--- src/rtl/shot_clock_display_drv.sv ---
// Two-digit multiplexed 7-segment driver with alarm blink and timed buzzer tone.
// Optional build macro: LEADING_ZERO_BLANK_EN blanks a zero tens digit.
module shot_clock_display_drv #(
    parameter int unsigned SCAN_DIV      = 50000,
    parameter int unsigned BLINK_DIV     = 12500000,
    parameter int unsigned BUZZ_CYCLES   = 50000000,
    parameter int unsigned BUZZ_TONE_DIV = 12500
) (
    input  logic       clk,
    input  logic       rst,
    input  logic [3:0] timesh,
    input  logic [3:0] timesl,
    input  logic       alarm,
    output logic [6:0] seg,
    output logic [1:0] dig_en,
    output logic       buzzer
);

    localparam int unsigned SCAN_W  = (SCAN_DIV > 1)      ? $clog2(SCAN_DIV)      : 1;
    localparam int unsigned BLINK_W = (BLINK_DIV > 1)     ? $clog2(BLINK_DIV)     : 1;
    localparam int unsigned DUR_W   = (BUZZ_CYCLES > 1)   ? $clog2(BUZZ_CYCLES)   : 1;
    localparam int unsigned TONE_W  = (BUZZ_TONE_DIV > 1) ? $clog2(BUZZ_TONE_DIV) : 1;

    localparam logic [SCAN_W-1:0]  SCAN_LAST  = SCAN_W'(SCAN_DIV - 1);
    localparam logic [BLINK_W-1:0] BLINK_LAST = BLINK_W'(BLINK_DIV - 1);
    localparam logic [DUR_W-1:0]   DUR_LAST   = DUR_W'(BUZZ_CYCLES - 1);
    localparam logic [TONE_W-1:0]  TONE_LAST  = TONE_W'(BUZZ_TONE_DIV - 1);

    typedef enum logic [1:0] {
        ST_IDLE  = 2'd0,
        ST_SOUND = 2'd1,
        ST_HOLD  = 2'd2
    } buzz_state_e;

    function automatic logic [6:0] seg7_decode(input logic [3:0] digit);
        logic [6:0] pat;
        case (digit)
            4'd0:    pat = 7'h3F;
            4'd1:    pat = 7'h06;
            4'd2:    pat = 7'h5B;
            4'd3:    pat = 7'h4F;
            4'd4:    pat = 7'h66;
            4'd5:    pat = 7'h6D;
            4'd6:    pat = 7'h7D;
            4'd7:    pat = 7'h07;
            4'd8:    pat = 7'h7F;
            4'd9:    pat = 7'h6F;
            default: pat = 7'h40;
        endcase
        return pat;
    endfunction

    logic [3:0]         th_q, tl_q;
    logic               al_q, al_prev_q;
    logic               al_rise_s;
    logic [SCAN_W-1:0]  scan_cnt_q, scan_cnt_d;
    logic               sel_q, sel_d;
    logic [BLINK_W-1:0] blink_cnt_q, blink_cnt_d;
    logic               blank_q, blank_d;
    buzz_state_e        state_q, state_d;
    logic [DUR_W-1:0]   dur_cnt_q, dur_cnt_d;
    logic [TONE_W-1:0]  tone_cnt_q, tone_cnt_d;
    logic               dur_done_s, tone_done_s;
    logic [3:0]         digit_s;
    logic [6:0]         seg_q, seg_d;
    logic [1:0]         dig_en_q, dig_en_d;
    logic               buzzer_q, buzzer_d;

    // Input capture plus one-cycle alarm history for edge detection
    always_ff @(posedge clk or posedge rst) begin
        if (rst) begin
            th_q      <= 4'd0;
            tl_q      <= 4'd0;
            al_q      <= 1'b0;
            al_prev_q <= 1'b0;
        end else begin
            th_q      <= timesh;
            tl_q      <= timesl;
            al_q      <= alarm;
            al_prev_q <= al_q;
        end
    end

    assign al_rise_s   = al_q & ~al_prev_q;
    assign dur_done_s  = (dur_cnt_q == DUR_LAST);
    assign tone_done_s = (tone_cnt_q == TONE_LAST);

    // Digit scan divider; sel flips on every wrap
    always_comb begin
        scan_cnt_d = scan_cnt_q;
        sel_d      = sel_q;
        if (scan_cnt_q == SCAN_LAST) begin
            scan_cnt_d = '0;
            sel_d      = ~sel_q;
        end else begin
            scan_cnt_d = scan_cnt_q + SCAN_W'(1);
            sel_d      = sel_q;
        end
    end

    // Blink divider; a fresh alarm edge restarts it so the first phase is visible
    always_comb begin
        blink_cnt_d = blink_cnt_q;
        blank_d     = blank_q;
        if (!al_q) begin
            blink_cnt_d = '0;
            blank_d     = 1'b0;
        end else if (al_rise_s) begin
            blink_cnt_d = '0;
            blank_d     = 1'b0;
        end else if (blink_cnt_q == BLINK_LAST) begin
            blink_cnt_d = '0;
            blank_d     = ~blank_q;
        end else begin
            blink_cnt_d = blink_cnt_q + BLINK_W'(1);
            blank_d     = blank_q;
        end
    end

    // Scan and blink state registers
    always_ff @(posedge clk or posedge rst) begin
        if (rst) begin
            scan_cnt_q  <= '0;
            sel_q       <= 1'b0;
            blink_cnt_q <= '0;
            blank_q     <= 1'b0;
        end else begin
            scan_cnt_q  <= scan_cnt_d;
            sel_q       <= sel_d;
            blink_cnt_q <= blink_cnt_d;
            blank_q     <= blank_d;
        end
    end

    // Buzzer FSM state register
    always_ff @(posedge clk or posedge rst) begin
        if (rst) begin
            state_q <= ST_IDLE;
        end else begin
            state_q <= state_d;
        end
    end

    // Buzzer FSM next-state logic
    always_comb begin
        state_d = state_q;
        case (state_q)
            ST_IDLE: begin
                if (al_rise_s) begin
                    state_d = ST_SOUND;
                end else begin
                    state_d = ST_IDLE;
                end
            end
            ST_SOUND: begin
                if (!al_q) begin
                    state_d = ST_IDLE;
                end else if (dur_done_s) begin
                    state_d = ST_HOLD;
                end else begin
                    state_d = ST_SOUND;
                end
            end
            ST_HOLD: begin
                if (!al_q) begin
                    state_d = ST_IDLE;
                end else begin
                    state_d = ST_HOLD;
                end
            end
            default: state_d = ST_IDLE;
        endcase
    end

    // Buzzer FSM outputs: tone/duration counters and next buzzer level
    always_comb begin
        buzzer_d   = 1'b0;
        dur_cnt_d  = '0;
        tone_cnt_d = '0;
        case (state_q)
            ST_IDLE: begin
                if (al_rise_s) begin
                    buzzer_d = 1'b1;
                end else begin
                    buzzer_d = 1'b0;
                end
            end
            ST_SOUND: begin
                if (al_q && !dur_done_s) begin
                    dur_cnt_d = dur_cnt_q + DUR_W'(1);
                    if (tone_done_s) begin
                        tone_cnt_d = '0;
                        buzzer_d   = ~buzzer_q;
                    end else begin
                        tone_cnt_d = tone_cnt_q + TONE_W'(1);
                        buzzer_d   = buzzer_q;
                    end
                end else begin
                    buzzer_d = 1'b0;
                end
            end
            ST_HOLD: buzzer_d = 1'b0;
            default: buzzer_d = 1'b0;
        endcase
    end

    // Tone and duration counters
    always_ff @(posedge clk or posedge rst) begin
        if (rst) begin
            dur_cnt_q  <= '0;
            tone_cnt_q <= '0;
        end else begin
            dur_cnt_q  <= dur_cnt_d;
            tone_cnt_q <= tone_cnt_d;
        end
    end

    // Output selection; blanking follows blank_d so it lines up with the buzzer edge
    always_comb begin
        digit_s  = sel_q ? th_q : tl_q;
        dig_en_d = sel_q ? 2'b10 : 2'b01;
        if (blank_d) begin
            seg_d = 7'h00;
        end else begin
            seg_d = seg7_decode(digit_s);
        end
`ifdef LEADING_ZERO_BLANK_EN
        if (sel_q && (th_q == 4'd0)) begin
            seg_d = 7'h00;
        end else begin
            seg_d = seg_d;
        end
`endif
    end

    // Registered display and buzzer outputs
    always_ff @(posedge clk or posedge rst) begin
        if (rst) begin
            seg_q    <= 7'h00;
            dig_en_q <= 2'b00;
            buzzer_q <= 1'b0;
        end else begin
            seg_q    <= seg_d;
            dig_en_q <= dig_en_d;
            buzzer_q <= buzzer_d;
        end
    end

    assign seg    = seg_q;
    assign dig_en = dig_en_q;
    assign buzzer = buzzer_q;

endmodule

--- config.mk ---
export PLATFORM = sky130hd
export DESIGN_NAME = shot_clock_display_drv
export DESIGN_NICKNAME = d
export VERILOG_FILES = /design/src/rtl/shot_clock_display_drv.sv
export SDC_FILE = /design/constraint.sdc
export NUM_CORES = 1
export LEC_CHECK = 0
export ABC_AREA = 0
export BUFFER_PORTS_ARGS = -buffer_cell sky130_fd_sc_hd__buf_2
export CAP_MARGIN = 0
export CELL_PAD_IN_SITES_DETAIL_PLACEMENT = 1
export CELL_PAD_IN_SITES_GLOBAL_PLACEMENT = 1
export CORE_MARGIN = 10
export CORE_UTILIZATION = 52
export DETAILED_ROUTE_END_ITERATION = 7
export PLACE_DENSITY = 0.81
export SLEW_MARGIN = 20
export SYNTH_ARGS = -nofsm -noshare
export SYNTH_HDL_FRONTEND = slang
export SYNTH_SLANG_ARGS = --single-unit
--- constraint.sdc ---
create_clock -name clk -period 4.44 [get_ports clk]
set_input_delay 0.444 -clock clk [delete_from_list [all_inputs] [get_ports clk]]
set_output_delay 0.444 -clock clk [all_outputs]
set_load 0.01 [all_outputs]
# Word-level counts from Yosys, hierarchy flattened
# Memories as Yosys holds them, arrays and structs flattened.
# Cells that the tools add are included.
[op_classes]
n_reduce_logical = 3
n_bitwise = 5
n_eq_ne = 7
n_addsub = 4
mux = 24
[op_table]
columns = ["operator", "n"]
rows = [
  ["24-bit 2-to-1 mux", 3],
  ["26-bit 2-to-1 mux", 2],
  ["14-bit 2-to-1 mux", 3],
  ["26-bit by 1-bit adder with 26-bit output (second input constant)", 1],
  ["26-bit == test (second input constant)", 1],
  ["24-bit by 1-bit adder with 24-bit output (second input constant)", 1],
  ["24-bit == test (second input constant)", 1],
  ["16-bit by 1-bit adder with 16-bit output (second input constant)", 1],
  ["16-bit == test (second input constant)", 1],
  ["16-bit 2-to-1 mux", 1],
  ["14-bit by 1-bit adder with 14-bit output (second input constant)", 1],
  ["14-bit == test (second input constant)", 1],
  ["2-bit 2-to-1 mux", 4],
  ["1-bit 2-to-1 mux", 7],
  ["7-bit 2-to-1 mux", 1],
  ["2-bit one-hot mux with 3 select lines", 1],
  ["4-bit 2-to-1 mux", 1],
  ["1-bit inverter", 4],
  ["3-bit != test (second input constant)", 1],
  ["2-bit by 1-bit == test with 1-bit output (second input constant)", 1],
  ["2-bit == test (second input constant)", 1],
  ["2-bit logical NOT", 1],
  ["1-bit one-hot mux with 2 select lines", 1],
  ["1-bit AND", 1],
  ["2 further kinds", 2],
]
[word_totals]
out_inout_bits = 10
rom_bits = 112
regBits = 104
wordCells = 58
mem_count = 1
[memory_table]
columns = ["memory", "words", "word_bits", "read_ports", "rd_ports_with_merged_regs", "write_ports", "line_no", "source"]
rows = [
  ["(no name shown)", 16, 7, 1, 0, 0, "37", "case (digit)"],
]

# Logic depth before layout (Yosys ltp)
# Gate-level depths: netlist of the first run.
[depth]
word_depth = 5
depth_mapped = 9

# Worst setup path after synthesis of the first run
# Ideal clock, no wire load.
[synth_path]
kind = "register to register"
from = "register tone_cnt_q[11]"
to = "register tone_cnt_q[10]"
setup_time_ns = 0.119
path_stages_with_launch = 6
t_arrival_ns = 1.917
setup_slack_ns = 2.404
period_less_slack_ns = 2.036
cell_sequence = "dfrtp_1 -> or4b_2 -> or4_1 -> or2b_2 -> buf_4 -> nor2_1"
[synth_between]
elab_chain_len = 4
[synth_rtl]
columns = ["item", "line_no", "source"]
rows = [
  ["start, declared", "62", "logic [TONE_W-1:0] tone_cnt_q, tone_cnt_d;"],
  ["start signal, assigned", "214", "tone_cnt_q <= tone_cnt_d;"],
  ["14-bit == test", "86", "assign tone_done_s = (tone_cnt_q == TONE_LAST);"],
  ["14-bit 2-to-1 mux", "191", "if (tone_done_s) begin"],
  ["14-bit 2-to-1 mux", "189", "if (al_q && !dur_done_s) begin"],
  ["14-bit 2-to-1 mux", "180", "case (state_q)"],
  ["net tone_cnt_d[10]", "62", ""],
]
# The timed path passes the listed nets, and every way through them passes these cells.
# A chain may end at the register's enable or synchronous reset.

# Final worst setup path of the first run
[layout_path]
from = "register dur_cnt_q[10]"
to = "register tone_cnt_q[5]"
[layout_between]
elab_chain_len = 5
[layout_rtl]
columns = ["item", "line_no", "source"]
rows = [
  ["start, declared", "61", "logic [DUR_W-1:0] dur_cnt_q, dur_cnt_d;"],
  ["start signal, assigned", "213", "dur_cnt_q <= dur_cnt_d;"],
  ["26-bit == test", "85", "assign dur_done_s = (dur_cnt_q == DUR_LAST);"],
  ["1-bit logical NOT", "189", ""],
  ["1-bit logical AND", "189", ""],
  ["14-bit 2-to-1 mux", "189", ""],
  ["14-bit 2-to-1 mux", "180", ""],
  ["net tone_cnt_d[5]", "62", ""],
]
# The timed path passes the listed nets, and every way through them passes these cells.

==> reports/qor.txt, run 1 <==
final RePlAce weighted congestion: 0.7695
total CTS buffers: 9
vias in the first global route: 3703
Area growth syn-to-layout: 7.903%
slowest stage delay, CP: 0.60 ns
FFs w/ async S/R, synth: 100.0%
Synth Warn #: 0
Die Area: 13470 um2
synthesized area: 4797 um2
grt total ovfl: 0
Final min period: 2.525 ns
leak pwr: 2.174 nW
nets: 508
# rows: 34
Top Family by Delay on Critical Path: simple AND/OR/NAND/NOR gates
Post-CTS Setup Inserts: 0
Layout Cells excl Fill: 601
CP most frequent cell: or4_1
WP buf/inv: 0
CP Class: reg2reg
CTS tree: built
Vias/cell: 5.562
period utilization: 56.87%
Root Buffer: clkbuf_8
setup_tns: 0 ns
Buffers on Ports: 20
Post-synth top flop: dfrtp_1
CP required: 4.68 ns
crit path max fanout: 14
Ant. Diodes: 0
Synth Register Bits: 104
Post-Synth Simple-Gate Area: 24.65%
mux share of post-synthesis cell area: 1.513%
Chip Height: 116.0 um
Routed Antenna Nets: 0
Max H-tree Level: 3
post-synthesis xor/xnor area fraction: 13.33%
status: finished, final reports clean
number of fill cells in the layout: 981
Core ar.: 8848 um2
Compound-Gate Fraction of Synth Area: 1.669%
register area share after synthesis: 54.25%
Die Wd: 116.0 um
main combinational cell family by area after synthesis: simple AND/OR/NAND/NOR gates
total of max-cap violations: 0
largest cells by area after synthesis: dfrtp_1 54%, nor2_1 7.3%, xor2_1 7.1%
critical path's slowest cell: or4_1
clk slew on worst S/H paths: 0.09 ns
largest net degree at the start of global routing: 78
Crit path arrival time: 2.77 ns
total wire length: 10010 um
Top Ports: 21
Max Slew Vio Count: 0
first-pass GRT wire length: 17490 um
share of layout cells above drive strength 1: 9.331%
DR iter-0 viols: 130
hold buffer count at cts: 0
HPWL Detailed: 6988 um
maximum VDD drop: 0.0002350 V
fmax: 0.3961 GHz
final setup fails: 0
Pwr per Cell Area: 313.5 nW/um2
initial antenna violation count: 0
post-CTS resize count: 0
post-synth net total: 486
Post-route DRC: 0
syn_area_per_cell: 10.29 um2
Adder-Cell Fraction of Synth Area: 2.347%
crit end category: flip-flop
WL per Instance: 16.65 um
synth unique cells: 38
unrepaired setup endpoints after global routing: no
Critical Path Source Type: flip-flop
total track usage: 16.02%
Starting Density: 54.21%
Synth top area share: 54.25%
most frequent cells in the layout: 104 x dfrtp_1, 93 x nor2_1, 39 x xor2_1
post-synthesis instance total: 466
cell count after placement: 585
DRT Pass-1 Iters: 4
post-synth top area cell: dfrtp_1
EDFF count, synth: 0
crit path cell chain: or4_1 > or4_1 > o21ai_2 > or2b_2 > nor2_1
Clock Path Buffers: 2
worst hold path type: in2reg
hold slack: 0.1890 ns
commonest non-fill, non-tap cell in the layout: dfrtp_1
worst skew pair latency: 0.36 ns
max_slew headroom: 37.09%
clk_skew: 0.01260 ns
vias post-DR: 3343
CTS sink cnt: 104
Fin. Hold Viols: 0
worst slew pin tran: 0.9436 ns
==> cell usage after synthesis (all sizes together), types with 6 or more instances <==
| master | count |
|---|---|
| nor3 | 11 |
| xnor2 | 34 |
| nor2 | 93 |
| xor2 | 39 |
| and3 | 9 |
| nand4 | 18 |
| buf | 6 |
| o21ai | 6 |
| dfrtp | 104 |
| and4 | 9 |
| ha | 9 |
| inv | 11 |
| nand3 | 33 |
| nand2 | 32 |
==> worst reg2reg max path, cell delays in order (launching register included) <==
cell,delay [ns]
dfrtp_1,0.43
or4_1,0.52
or4_1,0.60
o21ai_2,0.42
or2b_2,0.36
nor2_1,0.09
==> logic make-up after synthesis <==
kind of cell | after synthesis
adders and majority gates | 9
and+or+nand+nor | 237
AOI/OAI and AO/OA | 14
xor gates and xnor gates | 73
muxes | 7
DFF | 104
buffers and inverters | 22
==> path summary, 6_finish.rpt <==
path / slack [ns] / to / cells past startpoint / from
setup / recovery: 1.92 / tone_cnt_q[5] / 5 / dur_cnt_q[10]
hold / removal: 0.19 / tl_q[0] / 1 / timesl[0]
setup reg to reg: 1.92 / tone_cnt_q[5] / 5 / dur_cnt_q[10]
hold reg to reg: 0.50 / scan_cnt_q[0] / 1 / scan_cnt_q[0]
max in group asynchronous: 3.23 / dur_cnt_q[10] / 3 / rst
min in group asynchronous: 0.27 / dig_en[0] / 2 / rst
==> registers in the layout, indices dropped and copies added, names as in the netlist, 4 cells and up <==
register / flops
dur_cnt_q: 26
blink_cnt_q: 24
tone_cnt_q: 14
tl_q: 4
scan_cnt_q: 16
seg: 7
th_q: 4
==> final cells by class <==
class | count | area [um2] | area share [%]
clock buffer | 11 | 131.4 | 2.538
clock inverter | 5 | 57.56 | 1.112
inverter | 11 | 43.79 | 0.8460
multi-input combinational | 340 | 2091 | 40.39
sequential | 104 | 2603 | 50.28
tap | 108 | 135.1 | 2.611
timing repair buffer | 22 | 115.1 | 2.224
==> power breakdown <==
group          switching (W)  internal, W  total [W]
Sequential        0.00000886     0.000960   0.000969
Clock               0.000320     0.000261   0.000580
Combinational      0.0000529    0.0000205  0.0000734
Total               0.000382      0.00124    0.00162
==> metrics by stage <==
stage	area [um2]	setup slack, ns	total power (W)	utilization, %
after floorplan	4797	1.264	0.001037	-
after global placement	4987	2.009	0.001059	56.36
after detailed placement	4987	1.921	0.001064	56.36
after CTS	5176	1.898	0.001644	58.50
after global routing	5176	1.780	0.001696	58.50
final	5176	1.915	0.001623	58.50
==> per-layer routing <==
| layer | share of wire (%) | vias to the layer above | track usage (%) |
|---|---|---|---|
| li1 | - | 1612 | - |
| met1 | 46 | 1684 | 19.65 |
| met2 | 50 | 35 | 27.30 |
| met3 | 2.9 | 12 | 4.134 |
| met4 | 1.2 | 0 | 4.587 |
| met5 | 0 | - | 0 |
(Power assumes the default switching activity.)
==> inputs of run 2 (changes only) <==
Settings changed: ABC_AREA 0 to 1, CORE_UTILIZATION 52 to 46, PLACE_DENSITY 0.81 to 0.77.
Clock period 4.44 ns to 2.4 ns, I/O delays scaled along.
==> run 2 against run 1 <==
Net effect: synthesized area rose by 19%; die area rose by 28%; clock skew fell by 0.0041 ns; fmax rose by 33%; final cell count rose by 63%; combinational power rose to 2.7 times the previous value; final area rose by 24%; sequential cell count did not move; critical path type unchanged; largest power group unchanged; highest routed layer unchanged.
==> reports/qor.txt, run 2 <==
Final min period: 1.900 ns (-0.6250 ns)
worst slew pin tran: 0.6652 ns (-0.2784 ns)
final RePlAce weighted congestion: 0.8620 (+12%)
grt total ovfl: 0 (unchanged)
Post-synth top flop: dfrtp_1
utilization after layout: 53.11% (-5.4 points)
Area growth syn-to-layout: 12.45%
commonest non-fill, non-tap cell in the layout: nand2_1
hold slack: 0.4662 ns (+0.2772 ns)
hold path cells: 1 (unchanged)
Pwr per Cell Area: 528.1 nW/um2 (+68%)
Post-route DRC: 0 (unchanged)
post-synthesis instance total: 768 (+65%)
largest net degree at the start of global routing: 49 (-37%)
post-synth net total: 788 (+62%)
CP Class: reg2reg
most frequent cell after synthesis: nand2_1
syn_area_per_cell: 7.418 um2 (-28%)
Synth top area share: 45.68% (-8.6 points)
vias in the first global route: 5380 (+45%)
CTS sink cnt: 104 (unchanged)
Die Area: 17240 um2 (+28%)
Root Buffer: clkbuf_16
share of layout cells above drive strength 1: 8.354% (-0.98 points)
post-CTS resize count: 0 (unchanged)
R2R Setup Slk: 0.50 ns (-1.41 ns)
CP most frequent cell: inv_1
hold buffer count at cts: 10 (+10)
Buffers on Ports: 20 (unchanged)
fmax: 0.5264 GHz (+33%)
largest cells by area after synthesis: dfrtp_1 46%, nand2_1 12%, nor2_1 10%
crit path cell chain: inv_2 > or2_1 > o21ai_2 > inv_1 > ha_1 > or2_2 > nand3b_1 > nand2_1 > inv_1 > nand2_1 > inv_1
HPWL Detailed: 11020 um (+58%)
first-pass GRT wire length: 25740 um (+47%)
leak pwr: 2.913 nW (+34%)
vias post-DR: 4964 (+48%)
Starting Density: 47.23% (-7.0 points)
Critical Path Source Type: flip-flop
Ant. Diodes: 0 (unchanged)
Clock Path Buffers: 2 (unchanged)
Post-CTS Setup Inserts: 0 (unchanged)
top flop regs: dur_cnt_q x26, blink_cnt_q x24, scan_cnt_q x16
initial antenna violation count: 0 (unchanged)
Crit path arrival time: 2.20 ns (-0.57 ns)
Vias/cell: 5.055 (-9.1%)
Max Slew Vio Count: 0 (unchanged)
slowest stage delay, CP: 0.49 ns (-0.11 ns)
period utilization: 79.16% (+22 points)
WP buf/inv: 4 (+4)
clk_skew: 0.008525 ns (-0.004076 ns)
R2R cell count: 11 (+6)
post-synth top area cell: dfrtp_1
WL per Instance: 14.83 um (-11%)
status: finished, final reports clean
number of fill cells in the layout: 1548 (+58%)
worst skew pair latency: 0.36 ns (about the same)
number of flip-flops in the largest register: 26 (unchanged)
CTS tree: built
FFs w/ async S/R, synth: 100.0% (unchanged)
# rows: 40 (+18%)
crit end category: flip-flop
unrepaired setup endpoints after global routing: no
Fin. Hold Viols: 0 (unchanged)
synth unique cells: 39 (+2.6%)
Synth Warn #: 0 (unchanged)
register area share after synthesis: 45.68% (-8.6 points)
critical path's slowest cell: dfrtp_1
CP required: 2.70 ns (-1.98 ns)
most frequent cells in the layout: 176 x nand2_1, 157 x nor2_1, 118 x inv_1
Routed Antenna Nets: 0 (unchanged)
Place WS: 0.4917 ns (-1.429 ns)
DR iter-0 viols: 217 (+67%)
total CTS buffers: 9 (unchanged)
Chip Height: 131.3 um (+13%)
final setup fails: 0 (unchanged)
total wire length: 14560 um (+46%)
max_slew headroom: 55.56% (+18 points)
Synth Register Bits: 104 (unchanged)
synthesized area: 5697 um2 (+19%)
crit path max fanout: 7 (-7)
Biggest register: dur_cnt_q
final worst slack: 0.5001 ns (-1.415 ns)
EDFF count, synth: 0 (unchanged)
number of stages on the worst setup path: 11 (+6)
DRT Pass-1 Iters: 4 (unchanged)
overall power: 0.003383 W (+110%)
Die Wd: 131.3 um (+13%)
Top Ports: 21 (unchanged)
total track usage: 17.70% (+1.7 points)
commonest cells in the netlist: 176 x nand2_1, 157 x nor2_1, 119 x inv_1
Core ar.: 12060 um2 (+36%)
maximum VDD drop: 0.0004639 V (+97%)
total of max-cap violations: 0 (unchanged)
setup_tns: 0 ns (unchanged)
Top Family by Delay on Critical Path: simple AND/OR/NAND/NOR gates
Max H-tree Level: 3 (unchanged)
clk slew on worst S/H paths: 0.07 ns (-0.02 ns)
worst hold path type: reg2reg
nets: 830 (+63%)
## run 2: changes by cell type after synthesis, sizes merged, moves of 7 or more
| cell | delta |
|---|---|
| nor3 | +32 |
| and3 | -7 |
| and4 | -9 |
| nand2 | +148 |
| nor2 | +71 |
| xor2 | -24 |
| nand3 | +18 |
| xnor2 | -33 |
| inv | +110 |
| a21oi | +12 |
| nor3b | +7 |
| o21ai | +10 |
## run 2: layout make-up
type | instances | area [um2] | share of cell area (%)
Multi-Input combinational cell | 539 | 2606 | 40.68
Sequential cell | 104 | 2603 | 40.63
Inverter | 122 | 461.7 | 7.207
Timing Repair Buffer | 34 | 255.2 | 3.984
Clock buffer | 9 | 225.2 | 3.516
Tap cell | 168 | 210.2 | 3.281
Clock inverter | 6 | 45.04 | 0.7031
## run 2: through the flow
stage,cells,cell area (um2)
final,982,6406
after global routing,982,6406
after CTS,982,6406
after detailed placement,957,6036
after global placement,957,6036
after floorplan,768,5700
## run 2: worst paths after layout
check | endpoint | from
setup / recovery | seg[5] | sel_q
hold / removal | tone_cnt_q[0] | tone_cnt_q[0]
setup reg to reg | seg[5] | sel_q
hold reg to reg | tone_cnt_q[0] | tone_cnt_q[0]
max in group asynchronous | blink_cnt_q[15] | rst
min in group asynchronous | dig_en[0] | rst
## run 2: kinds of logic (layout without fill, tap and decap cells)
family,count (synthesis),after routing,share of synthesized area (%)
compound gates,42,42,4.217
xor+xnor,16,16,2.460
fa+ha+maj,9,9,1.977
buf+inv,125,171,8.566
flops,104,104,45.68
simple gates,472,472,37.10
## run 2: report_power, final
group | leakage [nW] | switching (W) | internal (W)
combinational | 1.39 | 0.000132 | 0.0000645
clock | 0.130 | 0.000688 | 0.000706
sequential | 1.39 | 0.0000149 | 0.00178
## run 2: worst register-to-register path, delay by kind of cell, from the launching register on
| kind | cells | cell delay [ns] |
|---|---|---|
| and+or+nand+nor | 5 | 0.70 |
| DFF | 1 | 0.49 |
| buffers and inverters | 4 | 0.34 |
| adders and majority gates | 1 | 0.19 |
| AOI/OAI and AO/OA | 1 | 0.13 |
## run 2: layer usage
metal,track usage [%],vias to the layer above,part of all wire (%)
li1,-,2491,-
met5,0,-,0
met3,4.268,14,3.2
met4,4.388,0,1.2
met1,21.48,2413,45
met2,30.79,46,50
